[src/rtl/cc_waypoint_bank_loader_pkg.sv]
// Shared definitions for the waypoint bank loader.
//  - loader FSM state encoding
//  - default sizing (data width, slot count, select width)
//  - slot packing macro: slot k of a flat bus lives at [k*w +: w]
`define CC_WP_SLOT(k, w) [(k)*(w) +: (w)]

package cc_waypoint_bank_loader_pkg;
    localparam int DATA_W_DEF = 32;
    localparam int NSLOTS_DEF = 8;
    localparam int SEL_W_DEF  = 3;

    typedef enum logic [1:0] {
        WP_IDLE = 2'd0,   // bank empty
        WP_LOAD = 2'd1,   // partially loaded, still accepting
        WP_RUN  = 2'd2,   // route executing, select walks the slots
        WP_DONE = 2'd3    // last loaded waypoint reached
    } wpState_t;
endpackage

[src/rtl/cc_waypoint_bank_loader_if.sv]
// Handshake / slot bus bundle of the waypoint bank loader.
//  master : write source + navigation controller + mux consumer (drives inputs)
//  slave  : the loader itself
interface cc_waypoint_bank_loader_if
    import cc_waypoint_bank_loader_pkg::*;
#(
    parameter int DATA_W = DATA_W_DEF,
    parameter int NSLOTS = NSLOTS_DEF,
    parameter int SEL_W  = SEL_W_DEF
);
    logic                     CC_WPLOAD_clear_In;
    logic                     CC_WPLOAD_wrValid_In;
    logic                     CC_WPLOAD_wrReady_Out;
    logic                     CC_WPLOAD_wrLast_In;
    logic [DATA_W-1:0]        CC_WPLOAD_wrX_InBus;
    logic [DATA_W-1:0]        CC_WPLOAD_wrY_InBus;
    logic [DATA_W-1:0]        CC_WPLOAD_wrZ_InBus;
    logic                     CC_WPLOAD_advance_In;
    logic [NSLOTS*DATA_W-1:0] CC_WPLOAD_slotX_OutBus;
    logic [NSLOTS*DATA_W-1:0] CC_WPLOAD_slotY_OutBus;
    logic [NSLOTS*DATA_W-1:0] CC_WPLOAD_slotZ_OutBus;
    logic [SEL_W-1:0]         CC_WPLOAD_select_OutBus;
    logic [SEL_W:0]           CC_WPLOAD_count_OutBus;
    logic                     CC_WPLOAD_running_Out;
    logic                     CC_WPLOAD_done_Out;

    modport slave (
        input  CC_WPLOAD_clear_In, CC_WPLOAD_wrValid_In, CC_WPLOAD_wrLast_In,
               CC_WPLOAD_wrX_InBus, CC_WPLOAD_wrY_InBus, CC_WPLOAD_wrZ_InBus,
               CC_WPLOAD_advance_In,
        output CC_WPLOAD_wrReady_Out, CC_WPLOAD_slotX_OutBus, CC_WPLOAD_slotY_OutBus,
               CC_WPLOAD_slotZ_OutBus, CC_WPLOAD_select_OutBus, CC_WPLOAD_count_OutBus,
               CC_WPLOAD_running_Out, CC_WPLOAD_done_Out
    );

    modport master (
        output CC_WPLOAD_clear_In, CC_WPLOAD_wrValid_In, CC_WPLOAD_wrLast_In,
               CC_WPLOAD_wrX_InBus, CC_WPLOAD_wrY_InBus, CC_WPLOAD_wrZ_InBus,
               CC_WPLOAD_advance_In,
        input  CC_WPLOAD_wrReady_Out, CC_WPLOAD_slotX_OutBus, CC_WPLOAD_slotY_OutBus,
               CC_WPLOAD_slotZ_OutBus, CC_WPLOAD_select_OutBus, CC_WPLOAD_count_OutBus,
               CC_WPLOAD_running_Out, CC_WPLOAD_done_Out
    );
endinterface

[src/rtl/cc_waypoint_slot_reg.sv]
// One waypoint slot: x/y/z register triple.
//  clk, rst      clock, async active-high reset (zeroes the slot)
//  clr           sync clear, wins over we
//  we            load dX/dY/dZ
//  qX/qY/qZ      stored coordinates
module cc_waypoint_slot_reg
    import cc_waypoint_bank_loader_pkg::*;
#(
    parameter int DATA_W = DATA_W_DEF
) (
    input  logic              clk,
    input  logic              rst,
    input  logic              clr,
    input  logic              we,
    input  logic [DATA_W-1:0] dX,
    input  logic [DATA_W-1:0] dY,
    input  logic [DATA_W-1:0] dZ,
    output logic [DATA_W-1:0] qX,
    output logic [DATA_W-1:0] qY,
    output logic [DATA_W-1:0] qZ
);
    always_ff @(posedge clk or posedge rst) begin
        if (rst) begin
            qX <= '0;
            qY <= '0;
            qZ <= '0;
        end else if (clr) begin
            qX <= '0;
            qY <= '0;
            qZ <= '0;
        end else if (we) begin
            qX <= dX;
            qY <= dY;
            qZ <= dZ;
        end
    end
endmodule

[src/rtl/cc_waypoint_bank_loader.sv]
// Waypoint bank loader: write side of the 8:1 x/y/z waypoint mux.
//  CC_WPLOAD_CLOCK_50      clock, rising edge
//  CC_WPLOAD_RESET_InHigh  async active-high reset
//  wp (slave)              write handshake (valid/ready/last + x/y/z), advance pulse,
//                          packed slot buses, mux select, count, running, done
// Triples fill slots in order; the write pointer is the count itself, so it
// cannot wrap. A last-flagged write or the eighth write starts the route.
module cc_waypoint_bank_loader
    import cc_waypoint_bank_loader_pkg::*;
#(
    parameter int DATA_W = DATA_W_DEF,
    parameter int NSLOTS = NSLOTS_DEF,
    parameter int SEL_W  = SEL_W_DEF
) (
    input  logic                      CC_WPLOAD_CLOCK_50,
    input  logic                      CC_WPLOAD_RESET_InHigh,
    cc_waypoint_bank_loader_if.slave  wp
);
    logic clk, rst;
    assign clk = CC_WPLOAD_CLOCK_50;
    assign rst = CC_WPLOAD_RESET_InHigh;

    wpState_t         state, stateNxt;
    logic [SEL_W:0]   count, countNxt;
    logic [SEL_W-1:0] select, selectNxt;
    logic             running, runningNxt;
    logic             done, doneNxt;
    logic             clear, accept, wrReady;

    assign clear   = wp.CC_WPLOAD_clear_In;
    // ready is suppressed during reset and on a clear cycle so a clear can never
    // coincide with a stored write
    assign wrReady = (state == WP_IDLE || state == WP_LOAD) && !clear && !rst;
    assign accept  = wp.CC_WPLOAD_wrValid_In && wrReady;

    always_ff @(posedge clk or posedge rst) begin
        if (rst) begin
            state   <= WP_IDLE;
            count   <= '0;
            select  <= '0;
            running <= 1'b0;
            done    <= 1'b0;
        end else begin
            state   <= stateNxt;
            count   <= countNxt;
            select  <= selectNxt;
            running <= runningNxt;
            done    <= doneNxt;
        end
    end

    always_comb begin
        stateNxt   = state;
        countNxt   = count;
        selectNxt  = select;
        runningNxt = running;
        doneNxt    = done;
        if (clear) begin
            stateNxt   = WP_IDLE;
            countNxt   = '0;
            selectNxt  = '0;
            runningNxt = 1'b0;
            doneNxt    = 1'b0;
        end else begin
            unique case (state)
                WP_IDLE, WP_LOAD: begin
                    if (accept) begin
                        countNxt = count + (SEL_W+1)'(1);
                        if (wp.CC_WPLOAD_wrLast_In || count == (SEL_W+1)'(NSLOTS-1)) begin
                            stateNxt   = WP_RUN;
                            selectNxt  = '0;
                            runningNxt = 1'b1;
                        end else begin
                            stateNxt = WP_LOAD;
                        end
                    end
                end
                WP_RUN: begin
                    if (wp.CC_WPLOAD_advance_In) begin
                        // RUN is only entered with count >= 1, so count-1 is safe
                        if ({1'b0, select} == count - (SEL_W+1)'(1)) begin
                            stateNxt   = WP_DONE;
                            runningNxt = 1'b0;
                            doneNxt    = 1'b1;
                        end else begin
                            selectNxt = select + SEL_W'(1);
                        end
                    end
                end
                WP_DONE: ;
                default: stateNxt = WP_IDLE;
            endcase
        end
    end

    for (genvar k = 0; k < NSLOTS; k++) begin : gSlot
        logic [DATA_W-1:0] qX, qY, qZ;
        logic              we;
        assign we = accept && (count == (SEL_W+1)'(k));

        cc_waypoint_slot_reg #(.DATA_W(DATA_W)) uSlot (
            .clk (clk),
            .rst (rst),
            .clr (clear),
            .we  (we),
            .dX  (wp.CC_WPLOAD_wrX_InBus),
            .dY  (wp.CC_WPLOAD_wrY_InBus),
            .dZ  (wp.CC_WPLOAD_wrZ_InBus),
            .qX  (qX),
            .qY  (qY),
            .qZ  (qZ)
        );

        assign wp.CC_WPLOAD_slotX_OutBus `CC_WP_SLOT(k, DATA_W) = qX;
        assign wp.CC_WPLOAD_slotY_OutBus `CC_WP_SLOT(k, DATA_W) = qY;
        assign wp.CC_WPLOAD_slotZ_OutBus `CC_WP_SLOT(k, DATA_W) = qZ;
    end

    assign wp.CC_WPLOAD_wrReady_Out   = wrReady;
    assign wp.CC_WPLOAD_select_OutBus = select;
    assign wp.CC_WPLOAD_count_OutBus  = count;
    assign wp.CC_WPLOAD_running_Out   = running;
    assign wp.CC_WPLOAD_done_Out      = done;
endmodule

[src/flat_wrapper.sv]
// flat-port wrapper written by rule: the top's interface ports become plain ports
module cc_waypoint_bank_loader_flat import cc_waypoint_bank_loader_pkg::*;
#(
    parameter int DATA_W = DATA_W_DEF,
    parameter int NSLOTS = NSLOTS_DEF,
    parameter int SEL_W  = SEL_W_DEF
)
  (CC_WPLOAD_CLOCK_50, CC_WPLOAD_RESET_InHigh, wp_CC_WPLOAD_clear_In, wp_CC_WPLOAD_wrValid_In, wp_CC_WPLOAD_wrLast_In, wp_CC_WPLOAD_wrX_InBus, wp_CC_WPLOAD_wrY_InBus, wp_CC_WPLOAD_wrZ_InBus, wp_CC_WPLOAD_advance_In, wp_CC_WPLOAD_wrReady_Out, wp_CC_WPLOAD_slotX_OutBus, wp_CC_WPLOAD_slotY_OutBus, wp_CC_WPLOAD_slotZ_OutBus, wp_CC_WPLOAD_select_OutBus, wp_CC_WPLOAD_count_OutBus, wp_CC_WPLOAD_running_Out, wp_CC_WPLOAD_done_Out);
  cc_waypoint_bank_loader_if #(.DATA_W(DATA_W), .NSLOTS(NSLOTS), .SEL_W(SEL_W)) wp_i ();
  input  logic CC_WPLOAD_CLOCK_50;
  input  logic CC_WPLOAD_RESET_InHigh;
  input wire logic [$bits(wp_i.CC_WPLOAD_clear_In)-1:0] wp_CC_WPLOAD_clear_In;
  input wire logic [$bits(wp_i.CC_WPLOAD_wrValid_In)-1:0] wp_CC_WPLOAD_wrValid_In;
  input wire logic [$bits(wp_i.CC_WPLOAD_wrLast_In)-1:0] wp_CC_WPLOAD_wrLast_In;
  input wire logic [$bits(wp_i.CC_WPLOAD_wrX_InBus)-1:0] wp_CC_WPLOAD_wrX_InBus;
  input wire logic [$bits(wp_i.CC_WPLOAD_wrY_InBus)-1:0] wp_CC_WPLOAD_wrY_InBus;
  input wire logic [$bits(wp_i.CC_WPLOAD_wrZ_InBus)-1:0] wp_CC_WPLOAD_wrZ_InBus;
  input wire logic [$bits(wp_i.CC_WPLOAD_advance_In)-1:0] wp_CC_WPLOAD_advance_In;
  output wire logic [$bits(wp_i.CC_WPLOAD_wrReady_Out)-1:0] wp_CC_WPLOAD_wrReady_Out;
  output wire logic [$bits(wp_i.CC_WPLOAD_slotX_OutBus)-1:0] wp_CC_WPLOAD_slotX_OutBus;
  output wire logic [$bits(wp_i.CC_WPLOAD_slotY_OutBus)-1:0] wp_CC_WPLOAD_slotY_OutBus;
  output wire logic [$bits(wp_i.CC_WPLOAD_slotZ_OutBus)-1:0] wp_CC_WPLOAD_slotZ_OutBus;
  output wire logic [$bits(wp_i.CC_WPLOAD_select_OutBus)-1:0] wp_CC_WPLOAD_select_OutBus;
  output wire logic [$bits(wp_i.CC_WPLOAD_count_OutBus)-1:0] wp_CC_WPLOAD_count_OutBus;
  output wire logic [$bits(wp_i.CC_WPLOAD_running_Out)-1:0] wp_CC_WPLOAD_running_Out;
  output wire logic [$bits(wp_i.CC_WPLOAD_done_Out)-1:0] wp_CC_WPLOAD_done_Out;
  assign wp_i.CC_WPLOAD_clear_In = wp_CC_WPLOAD_clear_In;
  assign wp_i.CC_WPLOAD_wrValid_In = wp_CC_WPLOAD_wrValid_In;
  assign wp_i.CC_WPLOAD_wrLast_In = wp_CC_WPLOAD_wrLast_In;
  assign wp_i.CC_WPLOAD_wrX_InBus = wp_CC_WPLOAD_wrX_InBus;
  assign wp_i.CC_WPLOAD_wrY_InBus = wp_CC_WPLOAD_wrY_InBus;
  assign wp_i.CC_WPLOAD_wrZ_InBus = wp_CC_WPLOAD_wrZ_InBus;
  assign wp_i.CC_WPLOAD_advance_In = wp_CC_WPLOAD_advance_In;
  assign wp_CC_WPLOAD_wrReady_Out = wp_i.CC_WPLOAD_wrReady_Out;
  assign wp_CC_WPLOAD_slotX_OutBus = wp_i.CC_WPLOAD_slotX_OutBus;
  assign wp_CC_WPLOAD_slotY_OutBus = wp_i.CC_WPLOAD_slotY_OutBus;
  assign wp_CC_WPLOAD_slotZ_OutBus = wp_i.CC_WPLOAD_slotZ_OutBus;
  assign wp_CC_WPLOAD_select_OutBus = wp_i.CC_WPLOAD_select_OutBus;
  assign wp_CC_WPLOAD_count_OutBus = wp_i.CC_WPLOAD_count_OutBus;
  assign wp_CC_WPLOAD_running_Out = wp_i.CC_WPLOAD_running_Out;
  assign wp_CC_WPLOAD_done_Out = wp_i.CC_WPLOAD_done_Out;
  cc_waypoint_bank_loader #(.DATA_W(DATA_W), .NSLOTS(NSLOTS), .SEL_W(SEL_W)) u_core (.CC_WPLOAD_CLOCK_50(CC_WPLOAD_CLOCK_50), .CC_WPLOAD_RESET_InHigh(CC_WPLOAD_RESET_InHigh), .wp(wp_i));
endmodule
[config.mk]
export PLATFORM = sky130hd
export DESIGN_NAME = cc_waypoint_bank_loader_flat
export DESIGN_NICKNAME = d
export VERILOG_FILES = /design/src/rtl/cc_waypoint_bank_loader_pkg.sv /design/src/rtl/cc_waypoint_bank_loader_if.sv /design/src/rtl/cc_waypoint_slot_reg.sv /design/src/rtl/cc_waypoint_bank_loader.sv /design/src/flat_wrapper.sv
export SDC_FILE = /design/constraint.sdc
export NUM_CORES = 2
export LEC_CHECK = 0
export CAP_MARGIN = 20
export CORE_ASPECT_RATIO = 0.8
export CORE_UTILIZATION = 25
export CTS_BUF_LIST = sky130_fd_sc_hd__clkbuf_4
export DETAILED_ROUTE_END_ITERATION = 10
export GPL_ROUTABILITY_DRIVEN = 0
export GPL_TIMING_DRIVEN = 0
export PLACE_DENSITY = 0.43
export SETUP_SLACK_MARGIN = 0.4
export SKIP_CTS_REPAIR_TIMING = 1
export SLEW_MARGIN = 20
export SYNTH_ARGS = -nofsm -noshare
export SYNTH_HDL_FRONTEND = slang
export SYNTH_SLANG_ARGS = --single-unit
[constraint.sdc]
create_clock -name CC_WPLOAD_CLOCK_50 -period 33.2 [get_ports CC_WPLOAD_CLOCK_50]
set_input_delay 6.64 -clock CC_WPLOAD_CLOCK_50 [delete_from_list [all_inputs] [get_ports CC_WPLOAD_CLOCK_50]]
set_output_delay 6.64 -clock CC_WPLOAD_CLOCK_50 [all_outputs]
set_load 0.1 [all_outputs]
==> impl_summary.md <==
Place
The placed cell area is 41,900 um^2. The total half-perimeter wirelength after legalization and detailed placement is ~120,000 um. In this run, placement finished with an instance count of around 6.0k. The worst slack after detailed placement is ~18,000 ps. The number of I/O port buffers is 783.

Floorplan
The starting density of the core is 0.253. In this run the horizontal extent of the chip is 400 um. The number of standard-cell rows in the floorplan is around 120.

The overall die area is 128,000 um^2. The floorplan core area is about 130,000 um^2. The y dimension of the die is around 320 um. In this run the count of I/O pins placed on the die edge is 880.

Pwr
Of the total power, combinational logic draws 0.126. The analysis attributes to cell leakage a power of roughly 18 nW. The internal power component is roughly 1.5 mW. The power consumption is between 2 and 2.5 mW. Dividing total power by cell area gives a power density of approximately 48 nW/um^2. The part of the power in the clock network is 0.424. Of the total power, registers draw 0.450. The worst-case vdd ir drop is roughly 0.023 mV.

The switching share of total power is 0.316. The net load switching power is between 0.6 and 0.7 mW.

Detailed routing
In the routed layout, each cell is associated on average with a via count of 4.60. The final antenna-violating net count is 0. After detailed routing, the number of remaining DRC violations is 0. For this run, the detailed router's first-pass iteration total came to 5. The routed layout has between 20k and 30k vias. The detailed router's first-iteration violation count is 1,859.

The mean routed wirelength per cell is around 25 um. After detailed routing, the total wire length is ~160,000 um.

Logic synthesis
Of the synthesized area, sequential elements account for 0.616. The synthesized design contains 0 enable-type register cells. The netlist uses 37 different library cells. The cell count after synthesis is 3,511. For this run, asynchronously set or reset flops after synthesis account for 1.00. The total of flip-flops plus latches after synthesis is roughly 780.

The number of warnings issued by yosys is 0. A synthesized cell averages between 9 and 10 um^2. The flip-flop cell with the highest count after synthesis is sky130_fd_sc_hd__dfrtp_1.

The cell area after technology mapping is 31,600 um^2. Synthesis produced a netlist with a net count of between 3k and 4k.

Critical path
The worst-case reg-to-reg path depth is 7. The type of destination of the critical path is a primary output. The worst-path maximum fanout is 7. In this design, the largest share of critical-path delay is due to buffers and inverters.

The worst register-to-register path begins at u_core.wp.CC_WPLOAD_count_OutBus[0]$_DFFE_PP0P_. At the worst endpoint, the arrival time is approximately 8800 ps. The worst setup path is launched from an input pin. Traced cell by cell, the critical path runs through clkdlybuf4s50_1, nor3_1, clkdlybuf4s50_1. Counting both buffers and inverters, the worst setup path holds a total of 2. In this design, the stage delay of the slowest critical-path cell is between 1000 and 1500 ps.

The classification of the worst setup path is in2out. For the worst setup path, the data required time is approximately 27,000 ps. The slowest library cell on the worst path is sky130_fd_sc_hd__clkdlybuf4s50_1. The worst register-to-register path ends at u_core.gSlot[0].uSlot.qZ[5]$_DFFE_PP0P_. The dominant cell type by count on the critical path is sky130_fd_sc_hd__clkdlybuf4s50_1. In this run the register-to-register setup slack is around 30,000 ps.

Clock tree
The number of clock buffers inserted by TritonCTS is roughly 220. The clock root buffer master is sky130_fd_sc_hd__clkbuf_4. After clock tree synthesis, the clock-pin slew on the worst setup and hold paths is approximately 70 ps. The clock tree from TritonCTS is built. The longest clock path from root to sink contains 3 buffers.

The number of H-tree levels is 4. The clock reaches the later pin of the worst-skew pair after between 1000 and 1500 ps. Counting every sink on the clock net gives around 780.

Global route
In the global route stage, overall resource usage came out at 0.247. Global routing finished with a remaining overflow of 0. The wire length of the first global-routing pass is 224,000 um.

The number of global-route vias before repair is roughly 29k. The number of antenna violations at the first check in global routing is 15. Entering global routing, the biggest net connects 96 pins.

STA
The actual slew at the worst max-slew pin is between 1000 and 1500 ps. The setup slack after layout is between 15,000 and 20,000 ps. Timing would allow up to roughly 0.065 GHz. The number of pins exceeding their max-slew limit in the final report is 0.

In this run the tightest slew margin relative to its limit is 0.214. Between clock sinks in the finished design, the worst skew comes to roughly 65 ps. Setup repair after global routing left no endpoint under its margin. The routed design could run at a clock period as short as 15,410 ps. The total of endpoints with negative setup slack in the final report is 0.

The sum of negative setup slack is 0 ps. The final critical-path share of the clock period is 0.464. The number of hold violations in the final report is 0.

Worst hold path
The path class of the tightest hold or removal check is reg2reg. The sink of the worst hold path is u_core.gSlot[7].uSlot.qX[2]$_DFFE_PP0P_. The number of stages on the worst hold path is 2. The worst hold path begins at u_core.gSlot[7].uSlot.qX[2]$_DFFE_PP0P_.

Finish
The share of final-layout standard cells stronger than drive strength 1 is 0.112. The library cells used most frequently in the layout, excluding fill and tap cells, are 1,452 x sky130_fd_sc_hd__nand2_1, 779 x sky130_fd_sc_hd__dfrtp_1, 765 x sky130_fd_sc_hd__clkdlybuf4s50_1. The net count reported at finish is around 4.6k.

The final non-filler cell total is ~6.4k. The synthesis-to-layout area growth is 41.2%. The most common cell after layout, fill and taps aside is sky130_fd_sc_hd__nand2_1. The finished cells cover 44,700 um^2.

Flow run
The tool flagged a number of max-cap violations equal to 0.

Outcome
The run finished with clean final reports.
==> state kept, by name (all words and copies together) (netlist names) <==
register	flops
u_core.wp.CC_WPLOAD_select_OutBus	3
u_core.state	2
u_core.gSlot.uSlot.qY	256
u_core.wp.CC_WPLOAD_running_Out	1
u_core.wp.CC_WPLOAD_count_OutBus	4
u_core.gSlot.uSlot.qX	256
u_core.gSlot.uSlot.qZ	256
u_core.wp.CC_WPLOAD_done_Out	1
==> worst max-delay path by stage <==
stage,startpoint,to,depth (start not counted)
4_1_cts,wp_CC_WPLOAD_clear_In,wp_CC_WPLOAD_wrReady_Out,3
2_1_floorplan,CC_WPLOAD_RESET_InHigh,u_core.gSlot[0].uSlot.qX[0]$_DFFE_PP0P_,1
3_5_place_dp,wp_CC_WPLOAD_clear_In,wp_CC_WPLOAD_wrReady_Out,3
3_3_place_gp,CC_WPLOAD_RESET_InHigh,u_core.gSlot[0].uSlot.qZ[10]$_DFFE_PP0P_,2
6_report,wp_CC_WPLOAD_clear_In,wp_CC_WPLOAD_wrReady_Out,3
5_1_grt,wp_CC_WPLOAD_clear_In,wp_CC_WPLOAD_wrReady_Out,3
==> cells in the mapped netlist (4+ instances only) <==
cell                          n  area [um^2]
sky130_fd_sc_hd__o21ai_1     80          400
sky130_fd_sc_hd__buf_4       11         82.6
sky130_fd_sc_hd__nand2_1   1452         5450
sky130_fd_sc_hd__and2_1      10         62.6
sky130_fd_sc_hd__and3b_1      4         35.0
sky130_fd_sc_hd__xor2_1       5         43.8
sky130_fd_sc_hd__clkbuf_1   223          837
sky130_fd_sc_hd__o21ai_0     18         90.1
sky130_fd_sc_hd__nand2b_1    97          607
sky130_fd_sc_hd__buf_6       43          484
sky130_fd_sc_hd__inv_1        4         15.0
sky130_fd_sc_hd__dfrtp_1    779        19500
sky130_fd_sc_hd__ha_1         6         75.1
sky130_fd_sc_hd__a21oi_1    673         3370
sky130_fd_sc_hd__nor2_1       8         30.0
sky130_fd_sc_hd__buf_2       74          370
==> metal layers <==
metal,track usage,part of all wire
met1,0.320,0.43
met2,0.387,0.46
met3,0.0849,0.088
met4,0.0714,0.023
met5,0,0
==> worst min-delay path: stages (launching register included) <==
cell and delay, ps:
sky130_fd_sc_hd__dfrtp_1 340, sky130_fd_sc_hd__nand2_1 50, sky130_fd_sc_hd__o21ai_0 60
==> kinds of logic after synthesis <==
group	count (synthesis)	share of synthesized area
compound gates	780	0.124
xor+xnor	6	0.00166
fa+ha+maj	6	0.00237
buf+inv	356	0.0567
flops	779	0.616
mux	1	0.000356
simple gates	1583	0.198
==> through the flow <==
stage	util	hold slack, ps
after floorplan	-	477
after global placement	0.332	462
after detailed placement	0.335	474
after CTS	0.356	489
after global routing	0.357	502
final	0.357	481
==> power groups by stage <==
stage	Combinational [mW]	Clock, mW	Sequential (mW)
final	0.273	0.916	0.973
after global routing	0.286	0.991	0.974
after CTS	0.278	0.943	0.973
after detailed placement	0.278	0	0.991
after global placement	0.272	0	0.993
after floorplan	0.0671	0	1.10
==> layout make-up <==
cell class / count / area (um^2)
inverter: 4 / 22.5
buffer: 352 / 1790
clock inverter: 44 / 259
multi-input combinational: 2376 / 10300
antenna: 14 / 35.0
clock buffer: 331 / 2480
timing repair buffer: 799 / 8170
tap: 1652 / 2070
fill: 13200 / 80600
sequential: 779 / 19500
Power figures use the tool's default switching activity.
